--- src/rtl/dwt_pkg.sv ---
// dwt_pkg: shared constants, state type and helpers for the CDF 5/3 lifting stage.
package dwt_pkg;

  localparam int D_W      = 10;       // detail coefficient width (signed)
  localparam int S_W      = 11;       // smooth coefficient width (signed)
  localparam int A_W      = S_W + 1;  // working width for the update sums
  localparam int H_OFFSET = 128;      // bias that centres H in the unsigned byte

  typedef enum logic [1:0] {
    EMPTY = 2'd0,
    HOLD  = 2'd1,
    FLUSH = 2'd2
  } lift_state_e;

  // Pointer width needed to address a line of the given length.
  function automatic int pw_of(input int width);
    return $clog2(width);
  endfunction

  // Clamp a signed working value into 0..255.
  function automatic logic [7:0] sat8(input logic signed [A_W-1:0] v);
    logic [7:0] r;
    if (v < 12'sd0) begin
      r = 8'd0;
    end else if (v > 12'sd255) begin
      r = 8'd255;
    end else begin
      r = v[7:0];
    end
    return r;
  endfunction

endpackage

--- src/rtl/lift53_core.sv ---
// lift53_core: combinational predict/update step for one even/odd pair.
// LIFT_SATURATE_EN selects clamping of L/H; otherwise both wrap modulo 256.
module lift53_core
  import dwt_pkg::*;
(
  input  logic [7:0]            e_prev,
  input  logic [7:0]            o_prev,
  input  logic [7:0]            e_next,
  input  logic signed [D_W-1:0] d_prev,
  input  logic                  first,
  output logic signed [D_W-1:0] d_n,
  output logic [7:0]            l,
  output logic [7:0]            h
);

  logic [8:0]            pair_sum_s;
  logic [8:0]            pair_avg_s;
  logic signed [D_W-1:0] d_left_s;
  logic signed [A_W-1:0] upd_sum_s;
  logic signed [A_W-1:0] upd_s;
  logic signed [A_W-1:0] s_s;
  logic signed [A_W-1:0] h_full_s;

  // Predict then update; with no d[n-1] on a line start, d[n] stands in for it.
  always_comb begin
    pair_sum_s = {1'b0, e_prev} + {1'b0, e_next};
    pair_avg_s = pair_sum_s >> 1;
    d_n        = $signed({2'b00, o_prev}) - $signed({1'b0, pair_avg_s});
    if (first) begin
      d_left_s = d_n;
    end else begin
      d_left_s = d_prev;
    end
    upd_sum_s = {{(A_W-D_W){d_left_s[D_W-1]}}, d_left_s}
              + {{(A_W-D_W){d_n[D_W-1]}}, d_n} + 12'sd2;
    upd_s     = upd_sum_s >>> 2;
    s_s       = $signed({4'b0000, e_prev}) + upd_s;
    h_full_s  = {{(A_W-D_W){d_n[D_W-1]}}, d_n} + A_W'(H_OFFSET);
  end

`ifdef LIFT_SATURATE_EN
  // Clamp both coefficients into the unsigned byte range.
  always_comb begin
    l = sat8(s_s);
    h = sat8(h_full_s);
  end
`else
  logic unused_hi_s;
  // Keep only the low byte so out-of-range coefficients wrap modulo 256.
  always_comb begin
    l           = s_s[7:0];
    h           = h_full_s[7:0];
    unused_hi_s = ^{s_s[A_W-1:8], h_full_s[A_W-1:8]};
  end
`endif

endmodule

--- src/rtl/lifting53_mac.sv ---
// lifting53_mac: streaming CDF 5/3 lifting between DWT read and write-back ports.
// One pair is held until its right neighbour arrives; the line's last pair is
// finished in a single FLUSH cycle using the mirrored even sample.
// Optional macro LIFT_SATURATE_EN (see lift53_core) selects L/H clamping.
module lifting53_mac
  import dwt_pkg::*;
#(
  parameter int  WIDTH  = 256,
  parameter int  HEIGHT = 256,
  localparam int PW     = pw_of((WIDTH >= HEIGHT) ? WIDTH : HEIGHT)
) (
  input  logic          clk,
  input  logic          rst,
  input  logic [15:0]   i_pair,
  input  logic          i_valid,
  input  logic [PW-1:0] i_row_column_pointer,
  input  logic [PW-1:0] i_pixel_pointer,
  input  logic [PW:0]   i_line_len,
  output logic [15:0]   o_coeff,
  output logic          o_valid,
  output logic [PW-1:0] o_row_column_pointer,
  output logic [PW-1:0] o_pixel_pointer,
  output logic          o_seq_err
);

  localparam logic [PW:0] PTR_STEP = (PW+1)'(2);

  lift_state_e           state_q, state_d;
  logic [7:0]            e_prev_q, e_prev_d;
  logic [7:0]            o_prev_q, o_prev_d;
  logic signed [D_W-1:0] d_prev_q, d_prev_d;
  logic                  first_q, first_d;
  logic [PW-1:0]         row_q, row_d;
  logic [PW-1:0]         pix_q, pix_d;
  logic [15:0]           coeff_q, coeff_d;
  logic                  valid_q, valid_d;
  logic [PW-1:0]         orow_q, orow_d;
  logic [PW-1:0]         opix_q, opix_d;
  logic                  seq_err_q, seq_err_d;

  logic                  in_last_s;
  logic                  in_zero_s;
  logic                  in_contig_s;
  logic [7:0]            e_next_s;
  logic signed [D_W-1:0] core_d_s;
  logic [7:0]            core_l_s;
  logic [7:0]            core_h_s;

  // Classify the incoming pointer and pick the right-hand even sample.
  always_comb begin
    in_last_s   = ({1'b0, i_pixel_pointer} == (i_line_len - PTR_STEP));
    in_zero_s   = (i_pixel_pointer == {PW{1'b0}});
    in_contig_s = ({1'b0, i_pixel_pointer} == ({1'b0, pix_q} + PTR_STEP));
    if (state_q == FLUSH) begin
      e_next_s = e_prev_q;
    end else begin
      e_next_s = i_pair[15:8];
    end
  end

  lift53_core u_core (
    .e_prev (e_prev_q),
    .o_prev (o_prev_q),
    .e_next (e_next_s),
    .d_prev (d_prev_q),
    .first  (first_q),
    .d_n    (core_d_s),
    .l      (core_l_s),
    .h      (core_h_s)
  );

  // Next state, pending-pair capture and output staging.
  always_comb begin
    state_d   = state_q;
    e_prev_d  = e_prev_q;
    o_prev_d  = o_prev_q;
    d_prev_d  = d_prev_q;
    first_d   = first_q;
    row_d     = row_q;
    pix_d     = pix_q;
    coeff_d   = coeff_q;
    valid_d   = 1'b0;
    orow_d    = orow_q;
    opix_d    = opix_q;
    seq_err_d = seq_err_q;
    case (state_q)
      EMPTY: begin
        if (i_valid) begin
          e_prev_d  = i_pair[15:8];
          o_prev_d  = i_pair[7:0];
          row_d     = i_row_column_pointer;
          pix_d     = i_pixel_pointer;
          first_d   = 1'b1;
          seq_err_d = seq_err_q | ~in_zero_s;
          state_d   = in_last_s ? FLUSH : HOLD;
        end else begin
          state_d = EMPTY;
        end
      end
      HOLD: begin
        if (i_valid) begin
          if (in_contig_s) begin
            coeff_d  = {core_l_s, core_h_s};
            valid_d  = 1'b1;
            orow_d   = row_q;
            opix_d   = pix_q;
            d_prev_d = core_d_s;
            first_d  = 1'b0;
          end else begin
            seq_err_d = 1'b1;
            first_d   = 1'b1;
          end
          e_prev_d = i_pair[15:8];
          o_prev_d = i_pair[7:0];
          row_d    = i_row_column_pointer;
          pix_d    = i_pixel_pointer;
          state_d  = in_last_s ? FLUSH : HOLD;
        end else begin
          state_d = HOLD;
        end
      end
      FLUSH: begin
        coeff_d = {core_l_s, core_h_s};
        valid_d = 1'b1;
        orow_d  = row_q;
        opix_d  = pix_q;
        if (i_valid) begin
          e_prev_d  = i_pair[15:8];
          o_prev_d  = i_pair[7:0];
          row_d     = i_row_column_pointer;
          pix_d     = i_pixel_pointer;
          first_d   = 1'b1;
          seq_err_d = seq_err_q | ~in_zero_s;
          state_d   = in_last_s ? FLUSH : HOLD;
        end else begin
          state_d = EMPTY;
        end
      end
      default: begin
        state_d = EMPTY;
      end
    endcase
  end

  // State and output registers with synchronous reset.
  always_ff @(posedge clk) begin
    if (rst) begin
      state_q   <= EMPTY;
      e_prev_q  <= 8'd0;
      o_prev_q  <= 8'd0;
      d_prev_q  <= 10'sd0;
      first_q   <= 1'b0;
      row_q     <= {PW{1'b0}};
      pix_q     <= {PW{1'b0}};
      coeff_q   <= 16'd0;
      valid_q   <= 1'b0;
      orow_q    <= {PW{1'b0}};
      opix_q    <= {PW{1'b0}};
      seq_err_q <= 1'b0;
    end else begin
      state_q   <= state_d;
      e_prev_q  <= e_prev_d;
      o_prev_q  <= o_prev_d;
      d_prev_q  <= d_prev_d;
      first_q   <= first_d;
      row_q     <= row_d;
      pix_q     <= pix_d;
      coeff_q   <= coeff_d;
      valid_q   <= valid_d;
      orow_q    <= orow_d;
      opix_q    <= opix_d;
      seq_err_q <= seq_err_d;
    end
  end

  assign o_coeff              = coeff_q;
  assign o_valid              = valid_q;
  assign o_row_column_pointer = orow_q;
  assign o_pixel_pointer      = opix_q;
  assign o_seq_err            = seq_err_q;

endmodule

--- config.mk ---
export PLATFORM = sky130hd
export DESIGN_NAME = lifting53_mac
export DESIGN_NICKNAME = d
export VERILOG_FILES = /design/src/rtl/dwt_pkg.sv /design/src/rtl/lift53_core.sv /design/src/rtl/lifting53_mac.sv
export SDC_FILE = /design/constraint.sdc
export NUM_CORES = 1
export LEC_CHECK = 0
export CAP_MARGIN = 20
export CORE_MARGIN = 10
export CORE_UTILIZATION = 45
export CTS_CLUSTER_DIAMETER = 30
export DETAILED_ROUTE_END_ITERATION = 10
export PLACE_DENSITY = 0.81
export SYNTH_ARGS = -nofsm -noshare
export SYNTH_HDL_FRONTEND = slang
export SYNTH_SLANG_ARGS = --single-unit
export TNS_END_PERCENT = 30
--- constraint.sdc ---
create_clock -name clk -period 11.66 [get_ports clk]
set_input_delay 2.332 -clock clk [delete_from_list [all_inputs] [get_ports clk]]
set_output_delay 2.332 -clock clk [all_outputs]
set_load 0.05 [all_outputs]
==> summary.txt <==
period utilization -> 64.1%
Die Area -> 15000 um^2
area grow syn2layout -> 22.1%
Slew headroom -> 25.1%
Starting Density -> 46.1%
Hold WC Path Type -> reg2reg
hold path startpoint -> row_q[1]$_SDFFE_PP0P_
clk slew on worst S/H paths -> 0.08 ns
final hold slack -> 0.459 ns
Critical Path RT -> 11.92 ns
Cells after Synth -> 553
maximum clock rate -> 0.134 GHz
Sw Pwr -> 291 uW
Internal Pwr Total -> 528 uW
leading cell types by count after synthesis -> dfxtp_1, nand2_1, nor2_1, a21oi_1, ha_1
critical path type -> in2reg
footprint of the multi-input gates -> 3000 um^2
Post-synth top flop -> dfxtp_1
reg2reg setup slack -> 5.49 ns
CP dominant cell by count -> ha_1
status -> complete, no violations
GRT Total Usage -> 16.0%
Crit. End Element -> flop
IO Pins -> 78
Nets -> 712
Critical Path Max Stage Delay -> 0.44 ns
Setup Fix Bufs, Post-CTS -> 0
hold path endpoint -> row_q[1]$_SDFFE_PP0P_
total clock sinks -> 78
Setup TNS -> 0 ns
Final GP Congestion -> 0.910
max_cap viols -> 0
Slew Viols, Final -> 0
maximum fanout along the worst path -> 5
sequential power share -> 34.4%
Fin Clk Skew -> 0.00767 ns
worst flop-to-flop path startpoint -> state_q[0]$_SDFF_PP0_
Worst Tran Pin Value -> 1.12 ns
cell taking the most area after synthesis -> dfxtp_1
number of hold buffers added after cts -> 0
Die Ht -> 123 um
cell leakage power -> 2.58 nW
vias -> 3992
PortBufs -> 77
core box area -> 10300 um^2
# fillers -> 943
Logic pwr share -> 41.7%
drt first pass iters -> 5
CTS Buf Count -> 9
Synth top area share -> 33.0%
Async S/R FF share, synth -> 0%
die width -> 123 um
H-tree depth -> 3
CTS root buf -> clkbuf_8
EDFF count, synth -> 0
1st-iter DRT viols -> 205
maximum vdd ir drop -> 0.000114 V
Post-DRT Antenna Nets -> 0
CTS max path bufs -> 2
sw frac -> 35.6%
WHS Path Cells -> 2
Synthesized Nets -> 645
final wirelength -> 11.9 mm
crit path from -> i_pair[9]
FF-to-FF path depth -> 28
post-cts resize count -> 0
Setup violations, final -> 0
first-pass GRT wire length -> 19.5 mm
arrival time worst endpoint -> 7.73 ns
DPL Wire Length -> 9.03 mm
syn_area_per_cell -> 8.57 um^2
Synth Warn # -> 0
crit path time final -> 7.47 ns
Congestion Overflow GR -> 0
cell area after synthesis -> 4740 um^2
post-synthesis cell type count -> 49
P per Cell Area -> 142 nW/um^2
largest net degree at the start of global routing -> 79
Seq cells post-synth -> 78
ranking of synthesized cells by area -> dfxtp_1, ha_1, mux2i_1
RSZ-0062 raised after global routing -> false
CTS tree -> yes
drt drc -> 0
Final Hold Vio Count -> 0
vias in the first global route -> 4035
reg-to-reg endpoint -> o_coeff[15]$_SDFFE_PP0P_
WL per Instance -> 15.6 um
ant diodes -> 0
initial antenna violation count -> 0
Clock Power Share -> 23.9%
vias per cell -> 5.25
CP max stage cell -> clkdlybuf4s50_1
row count -> 37
Worst-Skew Late Latency -> 0.35 ns
CP startpoint kind -> input port
share of cells above drive strength 1 -> 6.72%
Register Area -> 1560 um^2
sequential cell area fraction in the yosys report -> 33.0%
Util after Layout -> 56.3%
total power -> 819 uW
[power groups by stage]
stage | Clock [mW] | Sequential (mW) | Combinational (mW)
after floorplan | 0 | 0.286 | 0.253
after global placement | 0 | 0.287 | 0.319
after detailed placement | 0 | 0.288 | 0.334
after CTS | 0.201 | 0.281 | 0.341
after global routing | 0.209 | 0.282 | 0.385
final | 0.196 | 0.281 | 0.341
[sequential cells by signal (all words and copies together), names as in the netlist, 8 cells and up]
| register | cells |
|---|---|
| o_prev_q | 8 |
| pix_q | 8 |
| row_q | 8 |
| e_prev_q | 8 |
| o_coeff | 16 |
| d_prev_q | 9 |
| o_pixel_pointer | 8 |
| o_row_column_pointer | 8 |
[per-stage QoR]
step	cell area, um^2	setup slack [ns]	instances
floorplan	4740	4.93	553
global placement	5600	4.18	745
detailed placement	5600	3.96	745
CTS	5790	4.25	761
global route	5790	3.78	761
finish	5790	4.19	761
[critical path, delay by kind of cell]
family          cells  cell delay [ns]
compound gates     10             1.87
fa+ha+maj           5             1.43
simple gates        6             0.63
mux                 2             0.51
xor+xnor            3             0.50
buf+inv             1             0.44
[per-layer routing]
layer	global-route usage [%]	wire length, um	vias to the layer above
met2	28.1	6000	94
li1	-	-	2017
met5	0	0	-
met3	2.85	437	10
met4	5.15	115	0
met1	19.2	5320	1871
[cell families after synthesis]
logic type | synth area share, %
fa+ha+maj | 13.3
compound gates | 12.8
xor+xnor | 8.32
buf+inv | 4.09
simple gates | 16.8
mux | 11.7
flops | 33.0
[worst max path at each step]
stage / endpoint / slack [ns] / cells past startpoint
detailed placement: o_coeff[15]$_SDFFE_PP0P_ / 3.96 / 25
global route: o_coeff[15]$_SDFFE_PP0P_ / 3.78 / 27
global placement: o_coeff[15]$_SDFFE_PP0P_ / 4.18 / 23
floorplan: o_coeff[15]$_SDFFE_PP0P_ / 4.93 / 26
CTS: o_coeff[15]$_SDFFE_PP0P_ / 4.25 / 25
finish: o_coeff[15]$_SDFFE_PP0P_ / 4.19 / 27
[cell type report]
cell class                 instances  area share (%)
clock buffer                      12            2.34
clock inverter                     4           0.822
inverter                          21            1.36
multi-input combinational        429            51.8
sequential                        78            27.0
tap                              136            2.94
timing repair buffer              81            13.8
[layout by cell type (no fill, tap or decap), drive strengths merged, types with 2 or more instances in the layout]
master / Yosys / routed
nand4: 2 / 2
o21ai: 15 / 15
o31a: 2 / 2
or2: 6 / 6
ha: 44 / 44
nor2: 67 / 67
inv: 21 / 21
mux2: 12 / 12
nor2b: 5 / 5
o211a: 3 / 3
xor2: 15 / 15
dfxtp: 78 / 78
o31ai: 2 / 2
mux2i: 42 / 42
a21oi: 48 / 48
a211oi: 4 / 4
nor4: 4 / 4
o41ai: 3 / 3
o21bai: 4 / 4
a21o: 7 / 7
clkbuf: 19 / 12
nand3: 8 / 8
fa: 4 / 4
xnor2: 30 / 30
buf: 6 / 5
nor3: 5 / 5
clkinv: 0 / 2
nand2: 78 / 78
clkdlybuf4s50: 0 / 76
nand2b: 3 / 3
No activity file was read; power rests on OpenSTA's default activity.
